==> src/rtl/vliw_issue_ctrl.sv <==
// Issue scheduler for vliw_top: scoreboards in-flight register writes, stalls hazarded bundles,
// resolves duplicate destinations inside a bundle, and registers one bundle per cycle out.
module vliw_issue_ctrl #(
    parameter int unsigned WB_LAT      = 3,
    parameter int unsigned STALL_CNT_W = 16
) (
    input  logic                   clock,
    input  logic                   reset,
    input  logic                   in_valid,
    output logic                   in_ready,
    input  logic [63:0]            in_word,
    input  logic [191:0]           in_data,
    input  logic                   halt,
    output logic [63:0]            issue_word,
    output logic [191:0]           issue_data,
    output logic                   issue_valid,
    output logic                   conflict,
    output logic [15:0]            busy_regs,
    output logic [1:0]             state,
    output logic [STALL_CNT_W-1:0] stall_count
);

    localparam logic [1:0] StIdle   = 2'b00;
    localparam logic [1:0] StIssue  = 2'b01;
    localparam logic [1:0] StStall  = 2'b10;
    localparam logic [1:0] StHalted = 2'b11;

    localparam logic [3:0] OpNop  = 4'b0000;
    localparam logic [3:0] OpLoad = 4'b0100;
    localparam logic [3:0] OpRead = 4'b0110;

    logic [3:0]  op   [3];
    logic [3:0]  src1 [3];
    logic [3:0]  src2 [3];
    logic [3:0]  dest [3];
    logic [63:0] dat  [3];
    logic        rd1  [3];
    logic        rd2  [3];
    logic        wr   [3];
    logic        lose [3];

    logic        hazard;
    logic        accept;
    logic [63:0] patched_word;
    logic [191:0] patched_data;
    logic [2:0]  cnt_q [16];
    logic [2:0]  cnt_d [16];

    // Reserved fields are dropped on the way out.
    logic unused_rsv;
    assign unused_rsv = ^{in_word[63:59], in_word[54], in_word[49], in_word[44], in_word[39],
                          in_word[34], in_word[29], in_word[24], in_word[19], in_word[14],
                          in_word[9], in_word[4]};

    always_comb begin
        for (int s = 0; s < 3; s++) begin
            op[s]   = in_word[55-20*s +: 4];
            src1[s] = in_word[50-20*s +: 4];
            src2[s] = in_word[45-20*s +: 4];
            dest[s] = in_word[40-20*s +: 4];
            dat[s]  = in_data[128-64*s +: 64];
            rd1[s]  = (op[s] != OpNop) && (op[s] != OpLoad);
            rd2[s]  = rd1[s] && (op[s] != OpRead);
            wr[s]   = (op[s] != OpNop) && (op[s] != OpRead);
        end
    end

    always_comb begin
        for (int n = 0; n < 16; n++) begin
            busy_regs[n] = (cnt_q[n] != 3'd0);
        end
    end

    // Slots read pre-bundle register values, so only the scoreboard can cause a hazard.
    always_comb begin
        hazard = 1'b0;
        for (int s = 0; s < 3; s++) begin
            if (rd1[s] && busy_regs[src1[s]]) hazard = 1'b1;
            if (rd2[s] && busy_regs[src2[s]]) hazard = 1'b1;
            if (wr[s] && busy_regs[dest[s]])  hazard = 1'b1;
        end
    end

    assign in_ready = reset && !halt && !hazard;
    assign accept   = in_valid && in_ready;

    // Lower-numbered slot keeps a duplicated destination.
    always_comb begin
        lose[0] = 1'b0;
        lose[1] = wr[1] && wr[0] && (dest[1] == dest[0]);
        lose[2] = wr[2] && ((wr[0] && (dest[2] == dest[0])) || (wr[1] && (dest[2] == dest[1])));
    end

    always_comb begin
        patched_word = '0;
        patched_data = '0;
        for (int s = 0; s < 3; s++) begin
            if (!lose[s]) begin
                patched_word[40-20*s +: 20] = {1'b0, op[s], 1'b0, src1[s], 1'b0, src2[s],
                                               1'b0, dest[s]};
                patched_data[128-64*s +: 64] = dat[s];
            end
        end
    end

    always_comb begin
        for (int n = 0; n < 16; n++) begin
            cnt_d[n] = (cnt_q[n] != 3'd0) ? cnt_q[n] - 3'd1 : 3'd0;
        end
        if (accept) begin
            for (int s = 0; s < 3; s++) begin
                if (wr[s]) cnt_d[dest[s]] = 3'(WB_LAT);
            end
        end
    end

    always_ff @(posedge clock) begin
        if (!reset) begin
            for (int n = 0; n < 16; n++) cnt_q[n] <= 3'd0;
            issue_word  <= '0;
            issue_data  <= '0;
            issue_valid <= 1'b0;
            conflict    <= 1'b0;
            state       <= StIdle;
            stall_count <= '0;
        end else begin
            cnt_q       <= cnt_d;
            issue_word  <= accept ? patched_word : 64'd0;
            issue_data  <= accept ? patched_data : 192'd0;
            issue_valid <= accept;
            conflict    <= accept && (lose[1] || lose[2]);
            if (halt)                    state <= StHalted;
            else if (accept)             state <= StIssue;
            else if (in_valid && hazard) state <= StStall;
            else                         state <= StIdle;
            if (in_valid && !in_ready && (stall_count != {STALL_CNT_W{1'b1}})) begin
                stall_count <= stall_count + STALL_CNT_W'(1);
            end
        end
    end

endmodule
==> config.mk <==
export PLATFORM = sky130hd
export DESIGN_NAME = vliw_issue_ctrl
export DESIGN_NICKNAME = d
export VERILOG_FILES = /design/src/rtl/vliw_issue_ctrl.sv
export SDC_FILE = /design/constraint.sdc
export NUM_CORES = 1
export LEC_CHECK = 0
export ABC_AREA = 1
export CAP_MARGIN = 20
export CORE_AREA = 2 2 217 219
export CTS_CLUSTER_SIZE = 14
export DETAILED_ROUTE_END_ITERATION = 6
export DIE_AREA = 0 0 219 221
export PLACE_DENSITY_LB_ADDON = 0.3
export SETUP_SLACK_MARGIN = 0.05
export SYNTH_ARGS = -nofsm -noshare
export SYNTH_HDL_FRONTEND = slang
export SYNTH_SLANG_ARGS = --single-unit
==> constraint.sdc <==
create_clock -name clock -period 3.4 [get_ports clock]
set_clock_uncertainty 0.05 [all_clocks]
set_input_delay 0.51 -clock clock [delete_from_list [all_inputs] [get_ports clock]]
set_output_delay 0.51 -clock clock [all_outputs]
set_load 0.05 [all_outputs]
## Word level (Yosys, flattened, before mapping)

Cells that the tools add are included.

- Register bits after elaboration: 324
- Input bits: 260
- Output and inout bits: 293
- Word-level logic and storage cells: 201

- $add $sub $neg: 17
- Magnitude comparators: 15
- Eq/ne operators: 10
- Mux-type cells: 58
- Bitwise operators: 14
- Reductions and logical operators: 60

Operator list:

| kind | number |
|---|---|
| 48-bit two-way mux | 6 |
| 32-bit bitwise OR | 3 |
| 3-bit two-way mux | 19 |
| 16-bit AND | 3 |
| 16-bit inverter | 3 |
| 3-bit nonzero test | 16 |
| 3-bit by 1-bit subtractor with 3-bit output, second input constant | 16 |
| 4-bit by 5-bit less-than comparator with 1-bit output, second input constant | 9 |
| 1-bit binary-select mux with 4-bit select | 9 |
| 3-bit demux with 4-bit select | 3 |
| 1-bit logical AND | 33 |
| 4-bit by 3-bit inequality test with 1-bit output, second input constant | 6 |
| 1-bit two-way mux | 18 |
| 16-bit by 1-bit adder with 16-bit output, second input constant | 1 |
| 16-bit inequality test, second input constant | 1 |
| 5-bit greater-or-equal comparator, second input constant | 3 |
| 5-bit by 1-bit less-than comparator with 1-bit output, second input constant | 3 |
| 4-bit inverter with 5-bit output | 3 |
| 4-bit equality test | 3 |
| 4-bit nonzero test | 3 |
| 2-bit two-way mux | 3 |
| 3-bit OR reduction | 2 |
| 1-bit logical NOT | 3 |
| 1-bit logical OR | 2 |
| other kinds (2) | 3 |

## Longest topological paths before layout

Gate-level depths: netlist (run 1).

- Depth in word-level cells: 23
- Gate-level depth with buffers: 17
- Gate-level depth less buffers: 16

## Worst setup path before layout (run 1)

No wires, ideal clock.

- Path type: register to output
- Start point: register cnt_q[4] in the netlist's numbering
- End point: output port in_ready
- Data arrival time: 2.254 ns
- Required time: 2.840 ns
- Setup slack: 0.586 ns
- Stages on the path, launching flop included: 15
- Path buffers: 1
- Cell sequence: dfxtp_1 nor2_1 nand2_1 inv_1 nand2_1 nand2_1 nor2_1 nor2_1 nor2_1 nand3_1 nand3_1 nor2_2 nand4_4 clkbuf_1 inv_1

- Cells in the longest elaborated chain, start to end: 15
- Elaborated cells between the ends (all ways): 39
- Classes of those cells: mux (27); reduce/logical (12)

RTL lines:

| element | line | RTL |
|---|---|---|
| from (decl) | 46 | `logic [2:0] cnt_q [16];` |
| from (signal assigned) | 127 | `cnt_q <= cnt_d;` |
| 3-bit nonzero test (*) | 70 | `busy_regs[n] = (cnt_q[n] != 3'd0);` |
| net busy_regs[14] | 18 | `output logic [15:0] busy_regs,` |
| 1-bit binary-select mux with 4-bit select | 78 | `if (rd1[s] && busy_regs[src1[s]]) hazard = 1'b1;` |
| 1-bit two-way mux (implied by the code) | 78 |  |
| 1-bit logical AND | 78 |  |
| 1-bit two-way mux | 78 |  |
| 1-bit two-way mux | 79 | `if (rd2[s] && busy_regs[src2[s]]) hazard = 1'b1;` |
| 1-bit two-way mux | 80 | `if (wr[s] && busy_regs[dest[s]]) hazard = 1'b1;` |
| 1-bit two-way mux | 78 |  |
| 1-bit two-way mux | 79 |  |
| 1-bit two-way mux | 80 |  |
| 1-bit two-way mux | 78 |  |
| 1-bit two-way mux | 79 |  |
| 1-bit two-way mux (*) | 80 |  |
| 1-bit logical NOT (*) | 84 | `assign in_ready = reset && !halt && !hazard;` |
| 1-bit logical AND (*) | 84 |  |
| to (decl) | 10 | `output logic in_ready,` |

The timed path passes the listed nets; every way through them passes the cells marked *. The select of a mux whose other input is x is not followed.

## Worst setup path in the final report (run 1)

- Start point: input port in_word[1]
- End point: output port in_ready

- Cells in the longest elaborated chain, start to end: 6

RTL lines:

| element | line | RTL |
|---|---|---|
| from (decl) | 11 | `input logic [63:0] in_word,` |
| 1-bit binary-select mux with 4-bit select | 80 |  |
| 1-bit two-way mux (implied by the code) | 80 |  |
| 1-bit logical AND | 80 |  |
| 1-bit two-way mux | 80 |  |
| 1-bit logical NOT | 84 |  |
| 1-bit logical AND | 84 |  |

Every way passes these cells. The select of a mux whose other input is x is not followed.

==> impl_results.md, run 1 <==
- Outcome: finished clean
- Core ar.: 46100 µm²
- TritonRoute pass-1 iters: 6
- TritonCTS clock tree: done
- Syn Area/Cell: 7.28 µm²
- Max Freq: 0.311 GHz
- RSZ-0062 raised after global routing: false
- Number of synthesized flops with an enable pin: 0
- Boundary pin count: 553
- Post-Syn Instances: 1630
- Max cap viols: 0
- Crit Path Max Fanout: 7
- Worst IR Drop VDD: 359 µV
- Share of layout cells above drive strength 1: 8.18%
- Worst min path class: in -> reg
- Filler cells: 4699
- CP required: 2.84 ns
- Synth Flop Type: dfxtp_1
- Syn-to-layout area delta: 64.2%
- Slew of the pin with the lowest slew margin: 0.795 ns
- Final setup fails: 0
- P_leak: 8.94 nW
- PwrDens: 434 nW/µm²
- Synth cell types: 34
- Final hold slack: 0.440 ns
- Post-synthesis sequential area ratio: 52.0%
- Final #Nets: 2475
- Commonest non-fill, non-tap cell in the layout: clkdlybuf4s50_1
- Initial Utilization: 25.7%
- Global-route wire length before repair: 71800 µm
- Most frequent cells in the layout: 519 x clkdlybuf4s50_1, 331 x nor2_1, 313 x inv_1, 308 x dfxtp_1, 265 x nand2_1
- Crit path launch type: primary input
- Gr ovfl total: 0
- Vias in the first global route: 11600
- Endpoints failing hold: 0
- Vias per inst: 4.31
- Ys async rst share: 0%
- Post-Syn Area: 11900 µm²
- Sequential Area: 6170 µm²
- Port Buffer Count: 520
- Initial DRC count: 676
- Total CTS buffers: 38
- Routed wire per std cell: 17.3 µm
- Max H-tree Level: 2
- Via count: 12300
- Clk pin slew, worst setup/hold paths: 0.06 ns
- Final wirelength: 49200 µm
- Placed standard-cell area: 18200 µm²
- DRC errors left: 0
- Setup_tns: 0 ns
- Setup CP Type: in -> out
- Yosys warns: 0
- Clock Path Buffers: 3
- Fin crit share: 94.5%
- Post-route ant nets: 0
- Largest net degree at the start of global routing: 56
- Clock Latency Late Sink: 0.53 ns
- Die area: 48400 µm²
- # rows: 79
- Final instance area: 19500 µm²
- Max Slew Vio Count: 0
- Clock sinks: 308
- Die W: 219 µm
- Rel. slew slack: 46.9%
- CTS root buffer: clkbuf_16
- Placer's final routability congestion estimate: 0.917
- Initial antenna violation count: 1
- Post-DP HPWL: 39300 µm
- Pwr Total: 8.45 mW
- Diode count: 0
- Die height: 221 µm
- Crit path DAT: 2.65 ns
- Multi-input combinational cell area: 4150 µm²
- Worst setup EP type: output pin
- Flops & latches, synth: 308
- Fin util: 42.3%
- Cts hold-fix bufs: 0
- Fin crit period: 3.21 ns
- Tot GR Track Use: 19.7%
[state kept, by name, summed over array words and instances, names as in the netlist]
register,cells
cnt_q,48
conflict,1
issue_data,192
issue_valid,1
issue_word,48
stall_count,16
state,2
[power breakdown]
part | internal [mW] | switching [mW] | total [mW]
clock network | 2.44 | 1.56 | 4.00
logic | 0.407 | 0.422 | 0.829
registers | 3.62 | 0.00669 | 3.63
[repair_timing]
action                     CTS  global route
pin swaps                    0             2
setup endpoints to repair    1             1
buffers inserted             0             2
gates resized for setup      1             7
[critical path: stages]
cell             delay (ns)
clkdlybuf4s50_1        0.67
nand2_1                0.14
inv_1                  0.20
nand2_1                0.08
nand3_1                0.11
nand2_1                0.05
nand2_1                0.06
nor2_1                 0.04
nand2_1                0.07
nand3_2                0.15
nor2_4                 0.19
nand4_4                0.10
inv_1                  0.13
buf_12                 0.15
[cell usage after synthesis (all sizes together), types with 9 or more instances]
library cell	instances	area share (%)
nor2	349	12
inv	325	10
dfxtp	308	52
nand2	272	8.7
nand3	151	6.4
a21oi	50	2.1
buf	46	2.5
nor3	39	1.6
clkbuf	19	0.60
nand4	14	0.87
o221ai	12	0.89
or2	11	0.58
xor2	9	0.66
[metal layers]
metal  wire length, µm  up-vias  part of all wire (%)  global-route usage, %
met1             19300     5647                    39                   22.8
met3              4030       63                   8.2                   4.66
li1                  -     6034                     -                      -
met4              1010        0                   2.0                   4.99
met2             24900      519                    51                   35.9
met5                 0        -                     0                      0
[path summary, 6_finish.rpt]
check	from	slack, ns	to	cells past startpoint
hold / removal	in_data[164]	0.44	issue_data[164]	3
setup reg to reg	cnt_q[13]	0.61	cnt_q[1]	17
setup / recovery	in_word[1]	0.19	in_ready	14
hold reg to reg	cnt_q[5]	0.45	cnt_q[5]	2
[cell type report]
class,instances,area share (%)
clock inverters,10,0.610
multi-input cells,940,21.3
clock buffers,52,5.72
repair buffers,594,30.4
flip-flops and latches,308,31.7
inverters,332,6.40
well taps,607,3.90
[cell families after synthesis]
logic type,synth area share (%)
XOR/XNOR,0.812
other,0.0316
adder cells (fa/ha/maj),0.105
AND/OR/NAND/NOR,29.8
buffers and inverters,13.7
flip-flops,52.0
AO/OA/AOI/OAI,3.58
[per-stage QoR]
stage,std cells,setup WS (ns)
floorplan,1645,0.586
global placement,2779,0.00523
detailed placement,2779,-0.0233
CTS,2841,0.0570
global route,2843,0.0444
finish,2843,0.187
(Power assumes the default switching activity.)
==> inputs of run 2 (changes only) <==
- ABC_AREA: 1 -> unset
- CORE_AREA: 2 2 217 219 -> 2 2 215 217
- CTS_CLUSTER_DIAMETER: unset -> 100
- DIE_AREA: 0 0 219 221 -> 0 0 217 219
==> run 2 against run 1 <==
  * The flow now finishes with violations (setup timing)
  * Sequential share of layout area shrank 1.2 points
  * Register-to-register slack lost 0.54 ns
  * Via count shrank 6.4%
  * Area after synthesis fell by 1.7%
  * Cell count is 12% lower
  * Die area is 1.8% lower
  * Combinational power rose by 22%
  * Clock power down 29%
  * Worst setup slack worse by 0.29 ns
  * Sequential power barely moved
  * Flip-flop and latch count is the same
==> impl_results.md, run 2 <==
- Outcome: finished, violations left
- Violated checks: setup timing
- Max Slew Vio Count: 0 (unchanged)
- Synth Flop Type: dfxtp_1
- Die W: 217 µm (-0.91%)
- P_leak: 7.95 nW (-11%)
- Port Buffer Count: 520 (unchanged)
- Flops & latches, synth: 308 (unchanged)
- Total CTS buffers: 27 (-29%)
- Post-synthesis sequential area ratio: 52.9% (+0.88 points)
- Crit Path Max Fanout: 4 (-3)
- CP max stage delay: 0.51 ns (-0.16 ns)
- DRC errors left: 0 (unchanged)
- Max reg flops: 192 (unchanged)
- Core ar.: 45100 µm² (-2.1%)
- Reg-to-Reg Start: cnt_q[42]
- Commonest cells in the synthesized netlist: 308 x dfxtp_1, 228 x and2_1, 79 x nand2_1
- Crit path DAT: 2.94 ns (+0.29 ns)
- Reg2Reg Setup Slack: 0.07 ns (-0.54 ns)
- Gr ovfl total: 0 (unchanged)
- Die area: 47500 µm² (-1.8%)
- Initial antenna violation count: 4 (+3)
- Max Freq: 0.286 GHz (-8.2%)
- Commonest non-fill, non-tap cell in the layout: clkdlybuf4s50_1
- R2r worst-path depth: 15 (-2)
- Number of synthesized flops with an enable pin: 0 (unchanged)
- Fin crit period: 3.50 ns (+0.285 ns)
- Clock sinks: 308 (unchanged)
- Setup_tns: -0.0980 ns (-0.0980 ns)
- Worst min path class: reg -> reg
- Rel. slew slack: 55.6% (+8.7 points)
- Final hold slack: 0.411 ns (-0.0290 ns)
- Synth cell types: 76 (+120%)
- Cts hold-fix bufs: 0 (unchanged)
- Post-route ant nets: 0 (unchanged)
- Biggest register: issue_data
- Share of layout cells above drive strength 1: 19.7% (+12 points)
- CP required: 2.84 ns (about the same)
- Most frequent cells in the layout: 515 x clkdlybuf4s50_1, 295 x dfxtp_1, 190 x and2_1, 160 x buf_4, 78 x nand2_1
- Routed wire per std cell: 21.0 µm (+21%)
- Fin util: 45.1% (+2.8 points)
- Share of the synthesized area in the top cell type: 52.9% (+0.88 points)
- Post-Syn Instances: 1196 (-27%)
- Slowest-stage cell, CP: mux4_2
- TritonCTS clock tree: done
- Initial Utilization: 25.9% (+0.12 points)
- Most area-hungry cell type in the Yosys netlist: dfxtp_1
- Synth area leaders: dfxtp_1 53%, and2_1 12%, nand2_1 2.5%, nor2_1 2.5%, mux4_2 1.9%
- Syn-to-layout area delta: 74.3%
- Final instance area: 20300 µm² (+4.4%)
- Reg-to-reg endpoint: issue_data[154]
- Clk pin slew, worst setup/hold paths: 0.07 ns (about the same)
- CP cell instances: nor3_4, inv_1, mux4_2, a21oi_2, a211oi_2, buf_4, nor2_4, nand2_2, nor3_2, buf_4, buf_12
- # rows: 78 (-1.3%)
- Worst Path Buf+Inv: 4 (unchanged)
- Vias in the first global route: 11200 (-3.3%)
- Slew of the pin with the lowest slew margin: 0.664 ns (-0.130 ns)
- TritonRoute pass-1 iters: 5 (-1)
- Clock Latency Late Sink: 0.59 ns (+0.06 ns)
- Top Registers: issue_data: 192 flops, cnt_q: 48 flops, issue_word: 48 flops
- Ys async rst share: 0% (unchanged)
- Crit path launch type: flip-flop
- Tot GR Track Use: 20.1% (+0.39 points)
- Placed standard-cell area: 18600 µm² (+2.2%)
- Endpoints failing hold: 0 (unchanged)
- Worst setup EP type: output pin
- Max cap viols: 0 (unchanged)
- Final setup fails: 1 (+1)
- Worst IR Drop VDD: 330 µV (-8.1%)
- Boundary pin count: 553 (unchanged)
- Via count: 11500 (-6.4%)
- Vias per inst: 4.61 (+6.9%)
- Top-count cell post-synth: dfxtp_1
- CP dominant cell by count: buf_4
- Final #Nets: 2144 (-13%)
- Setup CP Type: reg -> out
- Yosys warns: 0 (unchanged)
- HP Start: cnt_q[8]
- Syn Area/Cell: 9.75 µm² (+34%)
- Post-Syn Area: 11700 µm² (-1.7%)
- Clock Path Buffers: 3 (unchanged)
- RSZ-0062 raised after global routing: true
- Max H-tree Level: 1 (-1)
- Fin crit share: 103% (+8.4 points)
- Final WS setup: -0.0980 ns (-0.285 ns)
- PwrDens: 369 nW/µm² (-15%)
- Global-route wire length before repair: 71900 µm (+0.15%)
- Crit path max-delay family: simple AND/OR/NAND/NOR gates
- Initial DRC count: 614 (-9.2%)
- Min-Delay Endpoint: cnt_q[8]
- Pwr Total: 7.50 mW (-11%)
- Die height: 219 µm (-0.90%)
- Cell count of the worst hold path: 2 (-1)
- Final wirelength: 52300 µm (+6.2%)
- Critical Path Stages: 11 (-3)
- Placer's final routability congestion estimate: 0.917 (about the same)
- CTS root buffer: clkbuf_16
- Largest net degree at the start of global routing: 78 (+39%)
- Post-DP HPWL: 39100 µm (-0.70%)
## run 2: cell types whose count changed after synthesis, moves of 18 or more
cell | before | now
and2_1 | 0 | 228
clkbuf_1 | 19 | 38
inv_1 | 315 | 29
nand2_1 | 270 | 79
nand2b_1 | 0 | 21
nand3_1 | 151 | 22
nor2_1 | 331 | 77
nor4_1 | 2 | 20
## run 2: logic make-up (layout without fill, tap and decap cells)
| kind of cell | Yosys count | after routing | share of synthesized area [%] |
|---|---|---|---|
| xor+xnor | 14 | 14 | 1.05 |
| simple gates | 567 | 567 | 27.9 |
| buf+inv | 112 | 787 | 4.69 |
| fa+ha+maj | 1 | 1 | 0.107 |
| mux | 26 | 26 | 3.30 |
| flops | 308 | 308 | 52.9 |
| other cells | 1 | 19 | 0.0322 |
| compound gates | 167 | 167 | 10.1 |
## run 2: layout make-up
class / instances / area (µm²)
antenna: 3 / 7.51
clock buffer: 28 / 679
tap: 600 / 751
sequential: 308 / 6180
clock inverter: 4 / 56.3
fill: 4317 / 24800
multi-input combinational: 791 / 5400
timing repair buffer: 722 / 7130
inverter: 33 / 126
## run 2: worst register-to-register path, cell delays in order, from the launching register on
cell and delay (ns):
dfxtp_2 0.34, nor3_4 0.25, buf_6 0.17, inv_4 0.04, buf_6 0.12, nor2_4 0.12
a2111oi_4 0.04, or4_4 0.52, a311o_1 0.41, buf_6 0.14, nor4_4 0.26, buf_4 0.20
buf_12 0.15, buf_16 0.15, clkbuf_16 0.16, and2_4 0.13
## run 2: metrics by stage
stage               worst slack, ns  instances
detailed placement           -0.518       2416
global placement             -0.459       2416
floorplan                     0.109       1211
finish                      -0.0980       2489
global route                 -0.194       2489
CTS                          -0.107       2463
## run 2: timing repair
item	CTS	global route
buffers inserted	15	8
resized for setup	59	97
pin swaps	25	53
setup endpoints to repair	164	238
gates cloned	0	15
## run 2: how the worst max path moves through the flow
stage	from	endpoint
2_1_floorplan	cnt_q[14]	in_ready
3_3_place_gp	in_word[1]	cnt_q[42]
3_5_place_dp	in_word[1]	cnt_q[42]
4_1_cts	cnt_q[43]	in_ready
5_1_grt	cnt_q[42]	in_ready
6_report	cnt_q[31]	in_ready
## run 2: per-layer routing
layer / vias up / part of all wire [%] / track usage [%]
li1: 5453 / - / -
met1: 5431 / 39 / 23.5
met2: 486 / 49 / 33.9
met3: 106 / 7.6 / 5.54
met4: 2 / 4.2 / 9.41
met5: - / 0.031 / 0
## run 2: power breakdown
group | total (mW) | leakage, nW | internal (mW) | switching (mW)
clock | 2.85 | 0.361 | 1.44 | 1.41
sequential | 3.65 | 2.49 | 3.63 | 0.0136
combinational | 1.01 | 5.10 | 0.520 | 0.488
==> inputs of run 3 (changes only) <==
- clock period: 3.4 -> 3.7 ns (I/O delays scaled with it)
==> run 3 against run 2 <==
  * Worst setup slack improved by 0.24 ns
  * Non-clock buffer count fell by 51
  * Critical path depth unchanged
  * Wire length is 7.0% lower
  * Utilization fell by 2.1 points
  * Register-to-register slack improved by 0.15 ns
  * Hold slack improved by 0.0030 ns
  * First-iteration DRC count is 11% higher
  * The run now ends clean
  * Via count decreased by 3.5%
  * Largest cell class unchanged
==> impl_results.md, run 3 (synthesized netlist as in run 2, its figures left out) <==
- Crit path launch: cnt_q[43]
- Worst min path class: reg -> reg
- Commonest non-fill, non-tap cell in the layout: clkdlybuf4s50_1
- Final hold slack: 0.414 ns (+0.00300 ns)
- Global-route wire length before repair: 69800 µm (-2.9%)
- CP cell instances: nor3_4, buf_4, buf_6, buf_6, a2111oi_0, a31oi_1, a211oi_1, or4_4, nor3_4, buf_6, buf_12
- Boundary pin count: 553 (unchanged)
- CP dominant cell by count: buf_6
- Worst Path Buf+Inv: 5 (+1)
- Crit path max-delay family: simple AND/OR/NAND/NOR gates
- Die area: 47500 µm² (unchanged)
- Crit path launch type: flip-flop
- Filler cells: 4425 (+2.5%)
- Max Slew Vio Count: 0 (unchanged)
- Initial antenna violation count: 4 (unchanged)
- Via count: 11100 (-3.5%)
- Crit path DAT: 2.95 ns (about the same)
- Setup CP Type: reg -> out
- Share of layout cells above drive strength 1: 13.6% (-6.1 points)
- Max reg flops: 192 (unchanged)
- Fin crit period: 3.56 ns
- Slew of the pin with the lowest slew margin: 0.748 ns (+0.0836 ns)
- HP Start: cnt_q[17]
- Post-route ant nets: 0 (unchanged)
- Setup_tns: 0 ns (+0.0980 ns)
- Vias in the first global route: 10700 (-5.2%)
- Final instance area: 19400 µm² (-4.6%)
- Tot GR Track Use: 19.3% (-0.72 points)
- Max H-tree Level: 1 (unchanged)
- Gr ovfl total: 0 (unchanged)
- Initial Utilization: 25.9% (unchanged)
- Placer's final routability congestion estimate: 0.891 (-2.8%)
- Post-DP HPWL: 38400 µm (-1.8%)
- Crit Path Max Fanout: 3 (-1)
- Clk pin slew, worst setup/hold paths: 0.07 ns (about the same)
- Syn-to-layout area delta: 66.4%
- Placed standard-cell area: 18400 µm² (-1.1%)
- CP max stage delay: 0.46 ns (-0.05 ns)
- Fin crit share: 96.2%
- # rows: 78 (unchanged)
- Sequential Area: 6170 µm² (-0.20%)
- Max cap viols: 0 (unchanged)
- Final setup fails: 0 (-1)
- Total CTS buffers: 26 (-3.7%)
- Routed wire per std cell: 20.0 µm (-4.9%)
- Pwr Total: 6.72 mW (-10%)
- Rel. slew slack: 49.6% (-6.0 points)
- Most frequent cells in the layout: 516 x clkdlybuf4s50_1, 303 x dfxtp_1, 228 x and2_1, 135 x buf_4, 79 x nand2_1
- Worst setup EP type: output pin
- Clock Path Buffers: 3 (unchanged)
- Outcome: finished clean
- PwrDens: 346 nW/µm² (-6.1%)
- Core ar.: 45100 µm² (unchanged)
- Multi-input combinational cell area: 5170 µm² (-4.2%)
- Clock Latency Late Sink: 0.56 ns (-0.03 ns)
- Clock sinks: 308 (unchanged)
- RSZ-0062 raised after global routing: false
- TritonRoute pass-1 iters: 6 (+1)
- Port Buffer Count: 520 (unchanged)
- Slowest-stage cell, CP: or4_4
- Vias per inst: 4.55 (-1.3%)
- Top Registers: issue_data: 192 flops, cnt_q: 48 flops, issue_word: 48 flops
- Final wirelength: 48600 µm (-7.0%)
- TritonCTS clock tree: done
- CP required: 3.09 ns (+0.25 ns)
- DRC errors left: 0 (unchanged)
- CTS root buffer: clkbuf_16
- Largest net degree at the start of global routing: 78 (unchanged)
- Worst IR Drop VDD: 326 µV (-1.1%)
- Die W: 217 µm (unchanged)
- Fin util: 43.0% (-2.1 points)
- Final #Nets: 2092 (-2.4%)
- P_leak: 7.52 nW (-5.4%)
- Endpoints failing hold: 0 (unchanged)
- Biggest register: issue_data
- Reg-to-Reg Start: cnt_q[43]
- Max Freq: 0.281 GHz
- Die height: 219 µm (unchanged)
- Initial DRC count: 684 (+11%)
==> run 3: cell types whose count changed in the layout (fill, tap and decap cells not counted), sizes merged <==
cell / delta
buf: -42
clkinvlp: +1
dlymetal6s2s: +1
inv: -3
diode: -2
clkbuf: -9
clkdlybuf4s50: +1
dlygate4sd2: -2
==> run 3: tightest hold or removal path, stage by stage (launching register included) <==
cell,delay [ns]
dfxtp_2,0.35
nand2_1,0.06
nor2_1,0.03
==> run 3: final timing paths <==
kind                          end  slack (ns)  cells after the start
setup reg to reg  issue_data[100]        0.22                     13
hold reg to reg         cnt_q[17]        0.41                      2
hold / removal          cnt_q[17]        0.41                      2
setup / recovery         in_ready        0.14                     11
==> run 3: report_power, final <==
group,internal (mW),leakage [nW],switching (mW),total (mW)
combinational,0.440,4.69,0.426,0.867
clock,1.29,0.344,1.21,2.50
sequential,3.34,2.48,0.0125,3.35
==> run 3: metrics by stage <==
stage                     worst slack [ns]  instances
after global placement              -0.436       2386
after CTS                           0.0608       2421
final                                0.142       2434
after detailed placement            -0.436       2386
after global routing                0.0497       2434
after floorplan                      0.353       1211
==> run 3: layout make-up <==
type | instances | share of cell area [%]
clock inverter | 2 | 0.0838
antenna | 1 | 0.0129
timing repair buffer | 671 | 33.4
clock buffer | 28 | 3.50
multi-input combinational | 791 | 26.7
tap | 600 | 3.87
sequential | 308 | 31.8
inverter | 33 | 0.658
==> run 3: what timing repair did <==
item	CTS	global route
hold buffers	0	0
pin swaps	8	13
gates resized for setup	19	25
setup endpoints to repair	1	73
setup buffers	6	11
==> run 3: routing by layer <==
layer  track usage [%]  wire length (µm)
met4              5.57              1220
met2              33.8             24300
met3              4.60              3680
met1              23.6             19400
met5                 0                27
